===== src/rtl/regbank_write_arbiter.sv =====
// Register bank write arbiter: clears the bank on reset or request, then
// round-robin arbitrates pipeline and debug writes onto one write port.
module regbank_write_arbiter #(
  parameter int DATA_W = 32,
  parameter int ADDR_W = 5
) (
  input  logic              clk,
  input  logic              rst_n,
  input  logic              req0_valid,
  output logic              req0_ready,
  input  logic [ADDR_W-1:0] req0_addr,
  input  logic [DATA_W-1:0] req0_data,
  input  logic              req1_valid,
  output logic              req1_ready,
  input  logic [ADDR_W-1:0] req1_addr,
  input  logic [DATA_W-1:0] req1_data,
  input  logic              clear_req,
  output logic [ADDR_W-1:0] write_register,
  output logic [DATA_W-1:0] write_data,
  output logic              regwrite,
  output logic              grant_id,
  output logic              init_done,
  output logic [15:0]       wr_count
);

  typedef enum logic {INIT, RUN} state_t;

  state_t            state;
  logic [ADDR_W-1:0] clr_cnt;
  logic              last_grant;
  logic              run_ok;
  logic              acc0;
  logic              acc1;
  logic [ADDR_W-1:0] acc_addr;
  logic [DATA_W-1:0] acc_data;

  assign run_ok = (state == RUN) && !clear_req;

  // Tie goes to whoever did not win the previous accept.
  assign req0_ready = run_ok && req0_valid
                   && (!req1_valid || last_grant);
  assign req1_ready = run_ok && req1_valid
                   && (!req0_valid || !last_grant);

  assign acc0 = req0_valid && req0_ready;
  assign acc1 = req1_valid && req1_ready;

  assign acc_addr = acc1 ? req1_addr : req0_addr;
  assign acc_data = acc1 ? req1_data : req0_data;

  always_ff @(posedge clk or negedge rst_n) begin
    if (!rst_n) begin
      state          <= INIT;
      clr_cnt        <= '0;
      last_grant     <= 1'b1;
      regwrite       <= 1'b0;
      write_register <= '0;
      write_data     <= '0;
      grant_id       <= 1'b0;
      init_done      <= 1'b0;
      wr_count       <= '0;
    end else begin
      regwrite <= 1'b0;
      unique case (state)
        INIT: begin
          regwrite       <= 1'b1;
          write_register <= clr_cnt;
          write_data     <= '0;
          clr_cnt        <= clr_cnt + 1'b1;
          if (clr_cnt == '1) begin
            state     <= RUN;
            init_done <= 1'b1;
          end
        end
        RUN: begin
          if (clear_req) begin
            state     <= INIT;
            clr_cnt   <= '0;
            init_done <= 1'b0;
          end else if (acc0 || acc1) begin
            last_grant <= acc1;
            grant_id   <= acc1;
            // Register zero is hardwired: handshake only.
            if (acc_addr != '0) begin
              regwrite       <= 1'b1;
              write_register <= acc_addr;
              write_data     <= acc_data;
              if (wr_count != 16'hFFFF)
                wr_count <= wr_count + 16'd1;
            end
          end
        end
      endcase
    end
  end

endmodule


===== config.mk =====
export PLATFORM = sky130hd
export DESIGN_NAME = regbank_write_arbiter
export DESIGN_NICKNAME = d
export VERILOG_FILES = /design/src/rtl/regbank_write_arbiter.sv
export SDC_FILE = /design/constraint.sdc
export NUM_CORES = 1
export LEC_CHECK = 0
export BUFFER_PORTS_ARGS = -buffer_cell sky130_fd_sc_hd__clkbuf_2
export CAP_MARGIN = 5
export CORE_MARGIN = 2
export CORE_UTILIZATION = 52
export CTS_CLUSTER_DIAMETER = 30
export DETAILED_ROUTE_END_ITERATION = 10
export GPL_TIMING_DRIVEN = 0
export PLACE_DENSITY_LB_ADDON = 0.2
export SLEW_MARGIN = 20
export SYNTH_ARGS = -nofsm -noshare
export SYNTH_HDL_FRONTEND = slang
export SYNTH_SLANG_ARGS = --single-unit

===== constraint.sdc =====
create_clock -name clk -period 5.6 [get_ports clk]
set_clock_uncertainty 0.05 [all_clocks]
set_input_delay 1.12 -clock clk [delete_from_list [all_inputs] [get_ports clk]]
set_output_delay 1.12 -clock clk [all_outputs]
set_load 0.005 [all_outputs]

# Word level (Yosys, flattened, before mapping)
# Index checks and enable logic that the tools add are counted.
[totals] wordCells=61 ff_bits=63 out_inout_bits=58
[op_classes] n_bitwise=2 n_addsub=2 muxes=22 eq_ne=7 reduce_logical=19
[ops] cell="two-way mux 32 bit" count=4
[ops] cell="case mux 32 bit (2 select lines)" count=1
[ops] cell="two-way mux 5 bit" count=5
[ops] cell="case mux 5 bit (2 select lines)" count=2
[ops] cell="adder 16 x 1 -> 16 bit, second input constant" count=1
[ops] cell="inequality test 16 bit, second input constant" count=1
[ops] cell="logical AND 1 bit" count=7
[ops] cell="two-way mux 1 bit" count=7
[ops] cell="inequality test 2 bit, second input constant" count=3
[ops] cell="case mux 1 bit (2 select lines)" count=3
[ops] cell="AND reduction 3 bit" count=2
[ops] cell="adder 5 x 1 -> 5 bit, second input constant" count=1
[ops] cell="== test 5 bit, second input constant" count=1
[ops] cell="AND reduction 5 bit" count=1
[ops] cell="nonzero test 5 bit" count=1
[ops] cell="zero test 1 bit" count=4
[ops] cell="inequality test 2 x 1 -> 1 bit, second input constant" count=2
[ops] cell="logical OR 1 bit" count=3
[ops] cell="inverter 1 bit" count=2
[ops] cell="AND reduction 2 bit" count=1

# Logic depth before layout (Yosys ltp)
# Gate-level depths: netlist (run 1).
[logic_depth] word_depth=11 mapped_depth=7

# Worst setup path before layout (run 1)
# OpenSTA, ideal clock, no wires.
[synth_timing] path_kind="input to output" from="in clear_req" to="out req1_ready" cell_stages=4 arrival_ns=1.906 slack_ns=2.524 required_time_ns=4.430 n_path_buf=1 cell_sequence="and2b_1 > nand2_2 > buf_1 > inv_1"
[synth_via] elab_chain_cells=4
[synth_rtl] element="start, declared" line_no="17" source="input logic clear_req,"
[synth_rtl] element="zero test 1 bit" line_no="37" source="assign run_ok = (state == RUN) && !clear_req;"
[synth_rtl] element="logical AND 1 bit" line_no="37"
[synth_rtl] element="logical AND 1 bit" line_no="42" source="assign req1_ready = run_ok && req1_valid"
[synth_rtl] element="logical AND 1 bit" line_no="43" source="&& (!req0_valid || !last_grant);"
[synth_rtl] element="end, declared" line_no="14" source="output logic req1_ready,"
# No other way between the ends.

# Worst setup path after layout (run 1)
# Ends and elaborated chain as after synthesis.

==> run_results.csv, run 1 <==
group,metric,value,unit
run_status,status,"completed",
yosys,syn_nets,415,
place,hpwl,6141,um
route,vias,2937,
sta,fin_crit_sh,62.34,%
worst_setup_path,required,4.43,ns
yosys,syn_inst,333,
sta,drv_slew,0,
worst_setup_path,endpoint,"req1_ready",
global_route,grt_first_pass_wirelength,13540,um
power,finalPower,1.293,mW
die,core,6026,um^2
clocking,worstSkewPairLatency,0.33,ns
route,viasPerCell,5.235,
sta,max_clock_freq,0.2865,GHz
sta,timing.final.ws_setup,2.109,ns
power,ir_drop,199.3,uV
place,port_buffers,136,
worst_setup_path,crit_path_max_fanout,10,
yosys,ys_seq_area_share,47.93,%
clocking,htree_levels,3,
worst_setup_path,crit_path_end_kind,"output port",
global_route,track_usage,23.87,%
yosys,synth_seq_cells,63,
place,pre_cts_slack,2.099,ns
route,first_pass_iters,4,
yosys,synth_warnings,0,
global_route,grt_max_degree,34,
global_route,grt_pass1_vias,2928,
sta,final-hold-violation-count,0,
cells_and_area,fin_nets,563,
die,fp.dieH,83.57,um
yosys,avgSynthCellArea,9.886,um^2
sta,rsz0062_at_grt,"no",
yosys,syn_area,3292,um^2
sta,maxSlewHeadroom,65.93,%
sta,finalCriticalPeriod,3.491,ns
clocking,hold_buffers,0,
worst_setup_path,timing.rr.end,"wr_count[1]",
worst_setup_path,reg2reg_from,"wr_count[0]",
sta,fin_setup_tns,0,ns
die,die_width,83.57,um
clocking,post_cts.repair.setup_buffers,0,
cells_and_area,drive_gt1_share,43.42,%
route,post_drt_wl_per_cell,14.42,um
sta,finalSetupViolCount,0,
yosys,synth_flop_cell,"dfrtp_1",
power,p_leak,2.114,nW
yosys,synth-async-reset-ratio,100.0,%
worst_setup_path,r2r_slack,3.53,ns
worst_setup_path,start_kind,"primary input",
clocking,cts_made_buffers,9,
global_route,antenna_found_initial,0,
clocking,clockBufferDepth,2,
min_path,hp-class,"reg -> reg",
clocking,clk_pin_slew,0.06,ns
clocking,clock-sinks,63,
worst_setup_path,critPathLaunch,"clear_req",
flow_run,maxCapViolations,0,
worst_setup_path,path_class,"in -> out",
cells_and_area,area.growth.synth_to_final,29.99,%
clocking,tritoncts,"yes",
die,start_util,54.63,%
route,ant_nets,0,
power,power_density,302.1,nW/um^2
cells_and_area,design_area,4279,um^2
route,remaining_drc_errors,0,
clocking,cts_resized,0,
clocking,cts-root-buf,"clkbuf_8",
cells_and_area,antenna_cells,0,
worst_setup_path,r2r_cells,5,
yosys,synth_edf_count,0,
global_route,grt_overflow,0,
sta,worst_pin_slew,0.5111,ns
die,rows,28,
place,gp_congestion,0.8020,
yosys,synth.distinct_cells,43,
die,die-area,6983,um^2
route,drt-initial-drc-count,73,
route,wirelength,8091,um
worst_setup_path,cp.arrival,2.32,ns
place,place_area,4089,um^2
min_path,min-delay-start,"grant_id",
die,ios,137,
final cells by class:
class,instances,area (um^2)
repair buffers,137,703.2
plain buffers,19,96.34
fillers,516,1747
clock inverters,4,45.04
inverters,12,45.04
well taps,75,93.84
multi-input cells,239,1573
clock buffers,12,145.1
flip-flops and latches,63,1578
critical path, stage by stage:
cell      delay [ns]
clkbuf_2        0.10
and2b_1         0.23
nand2_2         0.23
buf_1           0.44
inv_1           0.08
clkbuf_2        0.12
power breakdown:
part,internal (mW),switching [mW],leakage [nW]
clock,0.216,0.167,0.100
combinational,0.157,0.167,1.18
sequential,0.528,0.0567,0.835
metrics by stage:
stage	utilization, %	cells	hold WS (ns)
3_3_place_gp	67.48	544	0.4127
2_1_floorplan	-	333	0.4211
5_1_grt	71.01	561	0.4512
3_5_place_dp	67.86	545	0.4231
6_report	71.01	561	0.4376
4_1_cts	71.01	561	0.4369
layer usage:
| layer | track usage, % | part of all wire (%) | wire length (um) |
|---|---|---|---|
| met1 | 30.63 | 44 | 3521 |
| met2 | 39.35 | 49 | 4002 |
| met3 | 4.748 | 5.2 | 418 |
| met4 | 10.26 | 1.8 | 149 |
| met5 | 0 | 0 | 0 |
how the worst min path moves through the flow:
stage,to,cells past startpoint
floorplan,grant_id,2
global placement,grant_id,2
detailed placement,grant_id,2
CTS,grant_id,2
global route,grant_id,2
finish,grant_id,2
cell usage after synthesis, types with 5 or more instances:
| cell type | n | area, um^2 |
|---|---|---|
| inv_1 | 12 | 45.04 |
| clkbuf_1 | 10 | 37.54 |
| buf_2 | 5 | 25.02 |
| nand2b_1 | 9 | 56.30 |
| mux2_2 | 34 | 382.9 |
| o21ai_0 | 31 | 155.2 |
| o2111ai_1 | 5 | 43.79 |
| o22ai_1 | 5 | 31.28 |
| dfrtp_1 | 62 | 1551 |
| nand3_1 | 8 | 40.04 |
| nand2_1 | 81 | 304.0 |
| o221ai_2 | 5 | 75.07 |
| xnor2_1 | 11 | 96.34 |
| nand4_1 | 7 | 43.79 |
sequential cells by signal (all words and copies together), names as in the netlist:
register        cells
clr_cnt             5
grant_id            1
init_done           1
last_grant          1
regwrite            1
state               1
wr_count           16
write_data         32
write_register      5
cells in the final DEF (no fill, tap or decap), drive strengths merged:
| master | synthesis | final |
|---|---|---|
| nor4bb | 1 | 1 |
| or3 | 1 | 1 |
| buf | 9 | 10 |
| inv | 12 | 12 |
| and2 | 1 | 1 |
| a21boi | 1 | 1 |
| ha | 3 | 3 |
| mux2 | 36 | 36 |
| dfrtp | 62 | 62 |
| or2 | 2 | 2 |
| and4 | 2 | 2 |
| o221ai | 5 | 5 |
| nand2b | 9 | 9 |
| and3 | 2 | 2 |
| bufinv | 0 | 1 |
| dfstp | 1 | 1 |
| a21oi | 2 | 2 |
| o22ai | 6 | 6 |
| and2b | 2 | 2 |
| or4 | 2 | 2 |
| clkinv | 0 | 3 |
| nand3 | 8 | 8 |
| xor2 | 2 | 2 |
| xnor2 | 11 | 11 |
| clkbuf | 10 | 158 |
| nand2 | 82 | 82 |
| a31oi | 2 | 2 |
| nor4 | 2 | 2 |
| nor3 | 3 | 3 |
| nor2 | 6 | 6 |
| o21ai | 35 | 35 |
| nand4 | 7 | 7 |
| o2111ai | 5 | 5 |
| and4bb | 1 | 1 |
logic make-up (layout without fill, tap and decap cells):
logic type | Yosys count | after routing | synth area share [%]
AO/OA/AOI/OAI | 56 | 56 | 11.40
multiplexers | 36 | 36 | 12.54
XOR/XNOR | 13 | 13 | 3.459
adder cells (fa/ha/maj) | 3 | 3 | 1.140
buffers and inverters | 31 | 184 | 4.295
flip-flops | 63 | 63 | 47.93
AND/OR/NAND/NOR | 131 | 131 | 19.23
No activity file was read; power rests on OpenSTA's default activity.
==> run 2, diff against run 1 <==
--- a/config.mk
+++ b/config.mk
@@ -8,7 +8,7 @@
 export BUFFER_PORTS_ARGS = -buffer_cell sky130_fd_sc_hd__clkbuf_2
 export CAP_MARGIN = 5
 export CORE_MARGIN = 2
-export CORE_UTILIZATION = 52
+export CORE_UTILIZATION = 48
 export CTS_CLUSTER_DIAMETER = 30
 export DETAILED_ROUTE_END_ITERATION = 10
 export GPL_TIMING_DRIVEN = 0
==> constraint.sdc (replaced) <==
create_clock -name clk -period 3.55 [get_ports clk]
set_clock_uncertainty 0.05 [all_clocks]
set_input_delay 0.71 -clock clk [delete_from_list [all_inputs] [get_ports clk]]
set_output_delay 0.71 -clock clk [all_outputs]
set_load 0.005 [all_outputs]
==> run_results.csv, run 2 (synthesized netlist as in run 1, its figures left out) <==
group,metric,value,unit
route,drt-initial-drc-count,60,
place,hpwl,6136,um
place,gp_congestion,0.8357,
worst_setup_path,cp.arrival,1.93,ns
clocking,clk_pin_slew,0.07,ns
global_route,grt_pass1_vias,2760,
power,p_leak,2.123,nW
place,pre_cts_slack,0.8344,ns
die,core,6719,um^2
worst_setup_path,start_kind,"primary input",
cells_and_area,fin_nets,563,
die,start_util,48.99,%
worst_setup_path,r2r_cells,6,
route,wl_met1,3584,um
cells_and_area,n_fill_cell,599,
cells_and_area,final_common_cell,"clkbuf_2",
route,first_pass_iters,4,
sta,finalSetupViolCount,0,
clocking,hold_buffers,0,
sta,rsz0062_at_grt,"no",
sta,fin_crit_sh,75.87,%
route,remaining_drc_errors,0,
die,ios,137,
die,fp.dieH,86.82,um
worst_setup_path,r2r_slack,1.47,ns
flow_run,maxCapViolations,0,
clocking,tritoncts,"yes",
worst_setup_path,timing.rr.end,"write_data[20]",
cells_and_area,most-common-layout-cells,"clkbuf_2, nand2_1, dfrtp_1",
clocking,htree_levels,3,
sta,timing.final.ws_setup,0.8568,ns
worst_setup_path,required,2.79,ns
cells_and_area,regArea,1578,um^2
worst_setup_path,reg2reg_from,"last_grant",
clocking,clock-sinks,63,
sta,max_clock_freq,0.3713,GHz
cells_and_area,largest_reg_flops,32,
global_route,grt_first_pass_wirelength,13060,um
die,die-area,7537,um^2
clocking,clockBufferDepth,2,
clocking,post_cts.repair.setup_buffers,0,
clocking,cts-root-buf,"clkbuf_8",
worst_setup_path,crit_path_end_kind,"output port",
cells_and_area,reg_top3,"write_data (32), wr_count (16)",
worst_setup_path,crit_path_max_fanout,10,
die,die_width,86.82,um
sta,maxSlewHeadroom,63.48,%
cells_and_area,multi_input_area,1573,um^2
sta,drv_slew,0,
sta,worst_pin_slew,0.5477,ns
worst_setup_path,path_class,"in -> out",
route,post_drt_wl_per_cell,14.26,um
cells_and_area,area.growth.synth_to_final,30.75,%
global_route,grt_max_degree,38,
clocking,worstSkewPairLatency,0.34,ns
run_status,status,"completed",
route,dr_wl_met3,359,um
global_route,grt_overflow,0,
route,wl_met2,4023,um
die,rows,30,
route,routed.top_layer,"met4",
sta,final-hold-violation-count,0,
clocking,cts_made_buffers,9,
global_route,antenna_found_initial,0,
global_route,track_usage,21.99,%
cells_and_area,drive_gt1_share,43.62,%
sta,fin_setup_tns,0,ns
route,wirelength,8071,um
cells_and_area,regMostFlops,"write_data",
clocking,cts_resized,0,
route,vias,2977,
power,ir_drop,272.2,uV
min_path,hp-class,"in -> async",
power,power_density,482.9,nW/um^2
cells_and_area,antenna_cells,0,
route,viasPerCell,5.260,
place,port_buffers,136,
sta,finalCriticalPeriod,2.693,ns
route,ant_nets,0,
[run 2: cell count changes in the layout (fill, tap and decap cells not counted)]
cell / before / now
clkinv_2: 3 / 2
clkbuf_8: 10 / 12
clkbuf_1: 12 / 11
[run 2: where the power goes]
group | internal, mW | switching [mW] | total (mW)
sequential | 0.834 | 0.0887 | 0.922
clock | 0.380 | 0.270 | 0.650
combinational | 0.248 | 0.259 | 0.506
total | 1.46 | 0.617 | 2.08
[run 2: how the worst max path moves through the flow]
stage                    from  slack, ns    endpoint
CTS                 clear_req       0.83  req1_ready
global placement    clear_req       0.85  req1_ready
detailed placement  clear_req       0.83  req1_ready
floorplan           clear_req       1.29  req1_ready
global route        clear_req       0.73  req1_ready
finish              clear_req       0.86  req1_ready
[run 2: metal layers]
metal / global-route usage (%) / up-vias
li1: - / 1450
met4: 8.239 / 0
met3: 3.714 / 8
met5: 0 / -
met1: 29.94 / 1423
met2: 35.25 / 96
[run 2: per-stage QoR]
step                      instances  hold WS (ns)  utilization, %  cell area [um^2]  power (mW)
after detailed placement        550        0.4193           60.95              4095       1.447
after global placement          549        0.4146           60.61              4073       1.425
final                           566        0.2645           64.06              4304       2.078
after global routing            566        0.2919           64.06              4304       2.195
after floorplan                 333        0.3644               -              3292       1.231
after CTS                       566        0.2706           64.06              4304       2.092
[run 2: cell type report]
class | count | area share (%)
flip-flops and latches | 63 | 36.66
multi-input cells | 239 | 36.54
repair buffers | 137 | 16.34
clock buffers | 13 | 3.924
well taps | 80 | 2.326
plain buffers | 19 | 2.238
inverters | 12 | 1.047
clock inverters | 3 | 0.9302
[run 2: worst max-delay path: stages]
cell	delay [ns]
clkbuf_2	0.10
and2b_1	0.23
nand2_2	0.22
buf_1	0.47
inv_1	0.08
clkbuf_2	0.13
